## config.mk

```make
export PLATFORM = sky130hd
export DESIGN_NAME = seq_divider
export DESIGN_NICKNAME = d
export VERILOG_FILES = /design/src/rtl/seq_divider.sv
export SDC_FILE = /design/constraint.sdc
export NUM_CORES = 1
export LEC_CHECK = 0
export ABC_AREA = 0
export CORE_MARGIN = 2
export CORE_UTILIZATION = 55
export DETAILED_ROUTE_END_ITERATION = 7
export PLACE_DENSITY_LB_ADDON = 0.3
export SYNTH_ARGS = -nofsm -noshare
export SYNTH_HDL_FRONTEND = slang
export SYNTH_SLANG_ARGS = --single-unit
export TNS_END_PERCENT = 1
```

## constraint.sdc

```tcl
create_clock -name clk -period 6.7 [get_ports clk]
set_clock_uncertainty 0.1 [all_clocks]
set_input_delay 1.34 -clock clk [delete_from_list [all_inputs] [get_ports clk]]
set_output_delay 1.34 -clock clk [all_outputs]
set_load 0.05 [all_outputs]
```

## src/rtl/seq_divider.sv

```systemverilog
// rtl/seq_divider.sv - iterative restoring divider for RV32M DIV/DIVU/REM/REMU
//
// add_sub: BitWidth-generic adder/subtractor.
//   a, b       operands
//   sub1_add0  1 = a - b (two's complement), 0 = a + b
//   sum        result, modulo 2^Width
//   cout       carry out; when subtracting, 1 means no borrow (a >= b unsigned)
//
// seq_divider: one quotient bit per cycle, start/done handshake.
//   clk        rising-edge clock
//   rst        synchronous, active-high reset
//   start      request, sampled only while ready is high
//   is_signed  1 = DIV/REM, 0 = DIVU/REMU, sampled with start
//   dividend   numerator, sampled with start
//   divisor    denominator, sampled with start
//   ready      high only while idle and able to accept start
//   done       one-cycle pulse, quotient/remainder valid
//   quotient   registered quotient, held until the next accepted start
//   remainder  registered remainder, held until the next accepted start

module add_sub #(
  parameter int Width = 33
) (
  input  logic [Width-1:0] a,
  input  logic [Width-1:0] b,
  input  logic             sub1_add0,
  output logic [Width-1:0] sum,
  output logic             cout
);

  // Subtraction is a + ~b + 1; the carry-in rides in as the low bit.
  assign {cout, sum} = {1'b0, a}
                     + {1'b0, b ^ {Width{sub1_add0}}}
                     + {{Width{1'b0}}, sub1_add0};

endmodule

module seq_divider #(
  parameter int BitWidth = 32
) (
  input  logic                clk,
  input  logic                rst,
  input  logic                start,
  input  logic                is_signed,
  input  logic [BitWidth-1:0] dividend,
  input  logic [BitWidth-1:0] divisor,
  output logic                ready,
  output logic                done,
  output logic [BitWidth-1:0] quotient,
  output logic [BitWidth-1:0] remainder
);

  localparam int CntW = $clog2(BitWidth);
  localparam logic [CntW-1:0] LastIter = CntW'(BitWidth - 1);
  localparam logic [BitWidth-1:0] MostNeg = {1'b1, {(BitWidth-1){1'b0}}};

  typedef enum logic [1:0] {
    IDLE = 2'd0,
    RUN  = 2'd1,
    DONE = 2'd2
  } state_t;

  state_t              state;
  logic [CntW-1:0]     iter_cnt;
  // work_q starts as the dividend magnitude; each cycle its MSB moves into
  // the partial remainder and a quotient bit enters at the bottom, so after
  // BitWidth cycles it holds the unsigned quotient.
  logic [BitWidth-1:0] work_q;
  logic [BitWidth-1:0] part_rem;
  logic [BitWidth-1:0] dsr_mag;
  logic                neg_quo;
  logic                neg_rem;

  // Operand preparation for an accepted start.
  logic                dvd_neg;
  logic                dsr_neg;
  logic [BitWidth-1:0] dvd_abs;
  logic [BitWidth-1:0] dsr_abs;
  logic                is_div_zero;
  logic                is_overflow;

  assign dvd_neg     = is_signed & dividend[BitWidth-1];
  assign dsr_neg     = is_signed & divisor[BitWidth-1];
  // Negating the most negative value gives 2^(BitWidth-1), which is still
  // the correct magnitude when read as unsigned.
  assign dvd_abs     = dvd_neg ? -dividend : dividend;
  assign dsr_abs     = dsr_neg ? -divisor : divisor;
  assign is_div_zero = (divisor == '0);
  assign is_overflow = is_signed && (dividend == MostNeg) && (divisor == '1);

  // One restoring step. The shifted partial can need BitWidth+1 bits because
  // the previous partial may be as large as divisor-1.
  logic [BitWidth:0]   shifted;
  logic [BitWidth:0]   trial;
  logic                no_borrow;
  logic [BitWidth-1:0] next_part;
  logic [BitWidth-1:0] next_q;
  logic [BitWidth-1:0] final_quo;
  logic [BitWidth-1:0] final_rem;
  logic                unused_trial_msb;

  assign shifted = {part_rem, work_q[BitWidth-1]};

  add_sub #(
    .Width(BitWidth + 1)
  ) u_trial_sub (
    .a        (shifted),
    .b        ({1'b0, dsr_mag}),
    .sub1_add0(1'b1),
    .sum      (trial),
    .cout     (no_borrow)
  );

  // A successful trial leaves a value below the divisor, so its top bit is
  // always zero; when the trial fails the shifted top bit is zero as well.
  assign unused_trial_msb = trial[BitWidth];
  assign next_part = no_borrow ? trial[BitWidth-1:0] : shifted[BitWidth-1:0];
  assign next_q    = {work_q[BitWidth-2:0], no_borrow};

  // Sign fix-up used on the last iteration edge: quotient is negative when
  // operand signs differ, remainder follows the dividend's sign.
  assign final_quo = neg_quo ? -next_q : next_q;
  assign final_rem = neg_rem ? -next_part : next_part;

  always_ff @(posedge clk) begin
    if (rst) begin
      state     <= IDLE;
      ready     <= 1'b1;
      done      <= 1'b0;
      quotient  <= '0;
      remainder <= '0;
      iter_cnt  <= '0;
      work_q    <= '0;
      part_rem  <= '0;
      dsr_mag   <= '0;
      neg_quo   <= 1'b0;
      neg_rem   <= 1'b0;
    end else begin
      case (state)
        IDLE: begin
          done  <= 1'b0;
          ready <= 1'b1;
          if (start) begin
            ready <= 1'b0;
            if (is_div_zero) begin
              // RISC-V divide by zero: all-ones quotient, dividend remainder.
              quotient  <= '1;
              remainder <= dividend;
              done      <= 1'b1;
              state     <= DONE;
            end else if (is_overflow) begin
              // Signed overflow: quotient wraps to the dividend, no remainder.
              quotient  <= dividend;
              remainder <= '0;
              done      <= 1'b1;
              state     <= DONE;
            end else begin
              work_q   <= dvd_abs;
              dsr_mag  <= dsr_abs;
              part_rem <= '0;
              iter_cnt <= '0;
              neg_quo  <= dvd_neg ^ dsr_neg;
              neg_rem  <= dvd_neg;
              state    <= RUN;
            end
          end
        end

        RUN: begin
          work_q   <= next_q;
          part_rem <= next_part;
          iter_cnt <= iter_cnt + CntW'(1);
          if (iter_cnt == LastIter) begin
            quotient  <= final_quo;
            remainder <= final_rem;
            done      <= 1'b1;
            state     <= DONE;
          end
        end

        DONE: begin
          done  <= 1'b0;
          ready <= 1'b1;
          state <= IDLE;
        end

        default: begin
          done  <= 1'b0;
          ready <= 1'b1;
          state <= IDLE;
        end
      endcase
    end
  end

endmodule

```

==> impl_metrics.tcl <==
set metrics [dict create \
    ir_worst_vdd_mv 0.196 \
    insertion_delay_ns 0.45 \
    holdPathEnd "quotient[9]$_SDFFE_PP0P_" \
    clkPwrFrac_pct 31.3 \
    yosysWarnings 0 \
    avgRoutedWirePerCell_um 18.2 \
    postCtsSetupBuffers 0 \
    diodes 0 \
    rsz0062_at_grt "false" \
    drt_iter0_markers 1111 \
    synthesis.area_um2 12100 \
    drv_slew 0 \
    antenna_found_initial 0 \
    pre_cts_ws_ns 1.23 \
    grt_pass1_vias 11340 \
    synth_seq_area_share_pct 28.2 \
    vias 12464 \
    core_um2 21800 \
    path_class "reg -> reg" \
    setup_ws_ns 1.26 \
    cts_sinks 171 \
    crit_fanout 49 \
    clock_path_buffers 2 \
    cts_resized 0 \
    period_minus_slack_ns 5.44 \
    arrival_ns 5.64 \
    cts_made_buffers 17 \
    tns_ns 0 \
    hold_viol_final 0 \
    rows 54 \
    max_freq_mhz 184 \
    portBuffers 133 \
    synth-edff-count 0 \
    worstPathRequired_ns 6.91 \
    hp-start "quotient[9]$_SDFFE_PP0P_" \
    place_area_um2 13500 \
    syn_area_per_cell_um2 7.35 \
    areaGrowthSynthToFinish_pct 16.2 \
    end_kind "flip-flop" \
    setup_viol 0 \
    syn_nets 1760 \
    busiest_layer "met2" \
    crit_chain "ha_1 -> a21oi_1 -> o21a_1 -> o221ai_1 -> a221oi_2 -> o21ai_4 -> inv_2 -> nand4_1 -> or4_1 -> o31ai_1 -> nand2_1 -> xor2_1 -> a211oi_1 -> nor3_1" \
    slew_headroom_pct 26.8 \
    ys.flop_type "dfxtp_1" \
    final_layout_size_suffix_gt1_share_pct 4.74 \
    wl_um 36200 \
    p_leak_nw 5.13 \
    hold_class "reg -> reg" \
    async_flop_share_pct 0 \
    root_buffer "clkbuf_16" \
    powerDensity_nw_per_um2 232 \
    boundaryPins 134 \
    htreeDepth 4 \
    grt_util_met2_pct 48.9 \
    switchingPower_mw 1.25 \
    gp_congestion 0.953 \
    hpwl_um 26200 \
    track_usage_pct 30.5 \
    die_w_um 153 \
    gr-usage-met3_pct 5.92 \
    clk_pin_slew_ns 0.08 \
    nets 1805 \
    ys_seq_elements 171 \
    period_share_pct 81.1 \
    postSynthCellCount 1652 \
    comb_power_share_pct 34.6 \
    maxCapViolCount 0 \
    grt_max_degree 96 \
    cpMaxStageDelayCell "inv_2" \
    status "completed" \
    power_mw 3.28 \
    hold_depth 2 \
    viasPerCell 6.26 \
    r2r_slack_ns 1.26 \
    cts_tree "yes" \
    grtUsageMet1_pct 41.0 \
    critPathMaxStageDelay_ns 0.68 \
    rr_startpoint "part_rem[19]$_SDFFE_PP0P_" \
    overflow 0 \
    drcViolationCount 0 \
    initial_core_util_pct 55.8 \
    tightestPinTransition_ns 1.10 \
    start_kind "flip-flop" \
    ant_nets 0 \
    r2r.worst_path.cells 14 \
    rr_endpoint "quotient[29]$_SDFFE_PP0P_" \
    p_sw_share_pct 38.1 \
    fin_area_um2 14100 \
    grt_pass1_wl_um 58900 \
    synth.distinct_cells 81 \
    internal-power_mw 2.03 \
    final_util_pct 64.9 \
    dieArea_um2 23300 \
    pwr-share-seq_pct 34.1 \
    holdBufCountCts 0 \
    die_h_um 153 \
    first_pass_iters 5 \
]
[stage by stage]
stage,std cells,hold WS [ns]
detailed placement,1958,0.348
finish,1990,0.359
global route,1990,0.380
global placement,1958,0.341
floorplan,1652,0.346
CTS,1990,0.360
[layer usage]
metal  vias to the layer above  routed length (µm)
li1                       6059                   -
met1                      5823               16200
met2                       505               16300
met3                        77                2610
met4                         0                1140
met5                         -                   0
[area by class of cell]
class,instances,area [µm²]
clock inverter,14,169
fill,1936,7640
multi-input combinational,1310,8100
clock buffer,18,429
tap,280,350
timing repair buffer,145,1440
sequential,171,3420
inverter,52,195
[power by group through the flow]
| stage | combinational (mW) | clock (mW) | sequential [mW] |
|---|---|---|---|
| after floorplan | 0.837 | 0 | 1.12 |
| after global placement | 1.09 | 0 | 1.14 |
| after detailed placement | 1.10 | 0 | 1.14 |
| final | 1.13 | 1.03 | 1.12 |
| after global routing | 1.24 | 1.07 | 1.12 |
| after CTS | 1.11 | 1.03 | 1.12 |
[worst max-delay path, delay by kind of cell, from the launching register on]
kind | cells | cell delay (ns)
XOR/XNOR | 1 | 0.18
buffers and inverters | 1 | 0.68
adder cells (fa/ha/maj) | 1 | 0.37
flip-flops | 1 | 0.47
AND/OR/NAND/NOR | 4 | 1.17
AO/OA/AOI/OAI | 7 | 2.30
[worst max-delay path by stage]
| stage | start | depth (start not counted) | to | slack, ns |
|---|---|---|---|---|
| 2_1_floorplan | dsr_mag[18]$_SDFFE_PP0P_ | 22 | remainder[18]$_SDFFE_PP0P_ | 2.05 |
| 3_3_place_gp | dividend[9] | 12 | remainder[21]$_SDFFE_PP0P_ | 1.36 |
| 3_5_place_dp | divisor[0] | 14 | remainder[20]$_SDFFE_PP0P_ | 1.23 |
| 4_1_cts | dsr_mag[23]$_SDFFE_PP0P_ | 15 | remainder[27]$_SDFFE_PP0P_ | 1.36 |
| 5_1_grt | dsr_mag[23]$_SDFFE_PP0P_ | 18 | remainder[30]$_SDFFE_PP0P_ | 0.91 |
| 6_report | part_rem[19]$_SDFFE_PP0P_ | 14 | quotient[29]$_SDFFE_PP0P_ | 1.26 |
[synth_stat cells, drive strengths merged, types with 9 or more instances]
cell | count | area, µm²
a221oi | 21 | 190
and3 | 11 | 68.8
mux2i | 18 | 180
ha | 39 | 488
nand4 | 29 | 181
xnor2 | 71 | 629
a22oi | 20 | 155
nand2 | 164 | 616
a31oi | 9 | 56.3
a21oi | 139 | 722
o211ai | 42 | 320
nor2 | 235 | 882
xor2 | 58 | 508
or3 | 14 | 87.6
nand3 | 21 | 105
nor4 | 21 | 138
inv | 52 | 195
o31ai | 21 | 168
clkbuf | 99 | 373
a211oi | 57 | 438
buf | 20 | 97.6
a21o | 12 | 90.1
dfxtp | 171 | 3420
or4 | 12 | 90.1
o41ai | 11 | 104
and2 | 15 | 93.8
o21ai | 86 | 442
nand3b | 9 | 67.6
o21a | 13 | 98.9
nor3 | 73 | 370
nand2b | 12 | 75.1
[cell usage in the layout (no fill, tap or decap), types with 7 or more instances in the layout]
master	count
and3_1	11
and2_1	15
nor3_1	71
nor2b_1	7
o211ai_1	41
or3_1	14
inv_1	51
o221ai_1	7
nand3b_1	9
a221oi_1	20
o21ai_0	78
a21oi_1	134
nand4_1	29
xor2_1	58
nand2b_1	11
xnor2_1	70
o21a_1	12
o31ai_1	19
o41ai_1	10
a22oi_1	19
nand3_1	21
buf_4	11
or4_1	12
a2111oi_0	7
nor2_1	234
nand2_1	164
ha_1	39
a21o_1	10
clkbuf_16	17
a31oi_1	9
mux2i_1	18
clkdlybuf4s50_1	132
dfxtp_1	171
nor4_1	20
a211oi_1	55
[sequential cells by signal (all words and copies together) (netlist names), 2 cells and up]
register / count
iter_cnt: 5
dsr_mag: 32
state: 2
work_q: 32
quotient: 32
remainder: 32
part_rem: 32
[kinds of logic after synthesis]
group	count (synthesis)	share of synthesized area (%)
AO/OA/AOI/OAI	482	26.8
flip-flops	171	28.2
buffers and inverters	171	5.48
multiplexers	20	1.67
AND/OR/NAND/NOR	639	24.4
XOR/XNOR	129	9.36
adder cells (fa/ha/maj)	40	4.18
Note: power is estimated with default switching activity, not from simulation.
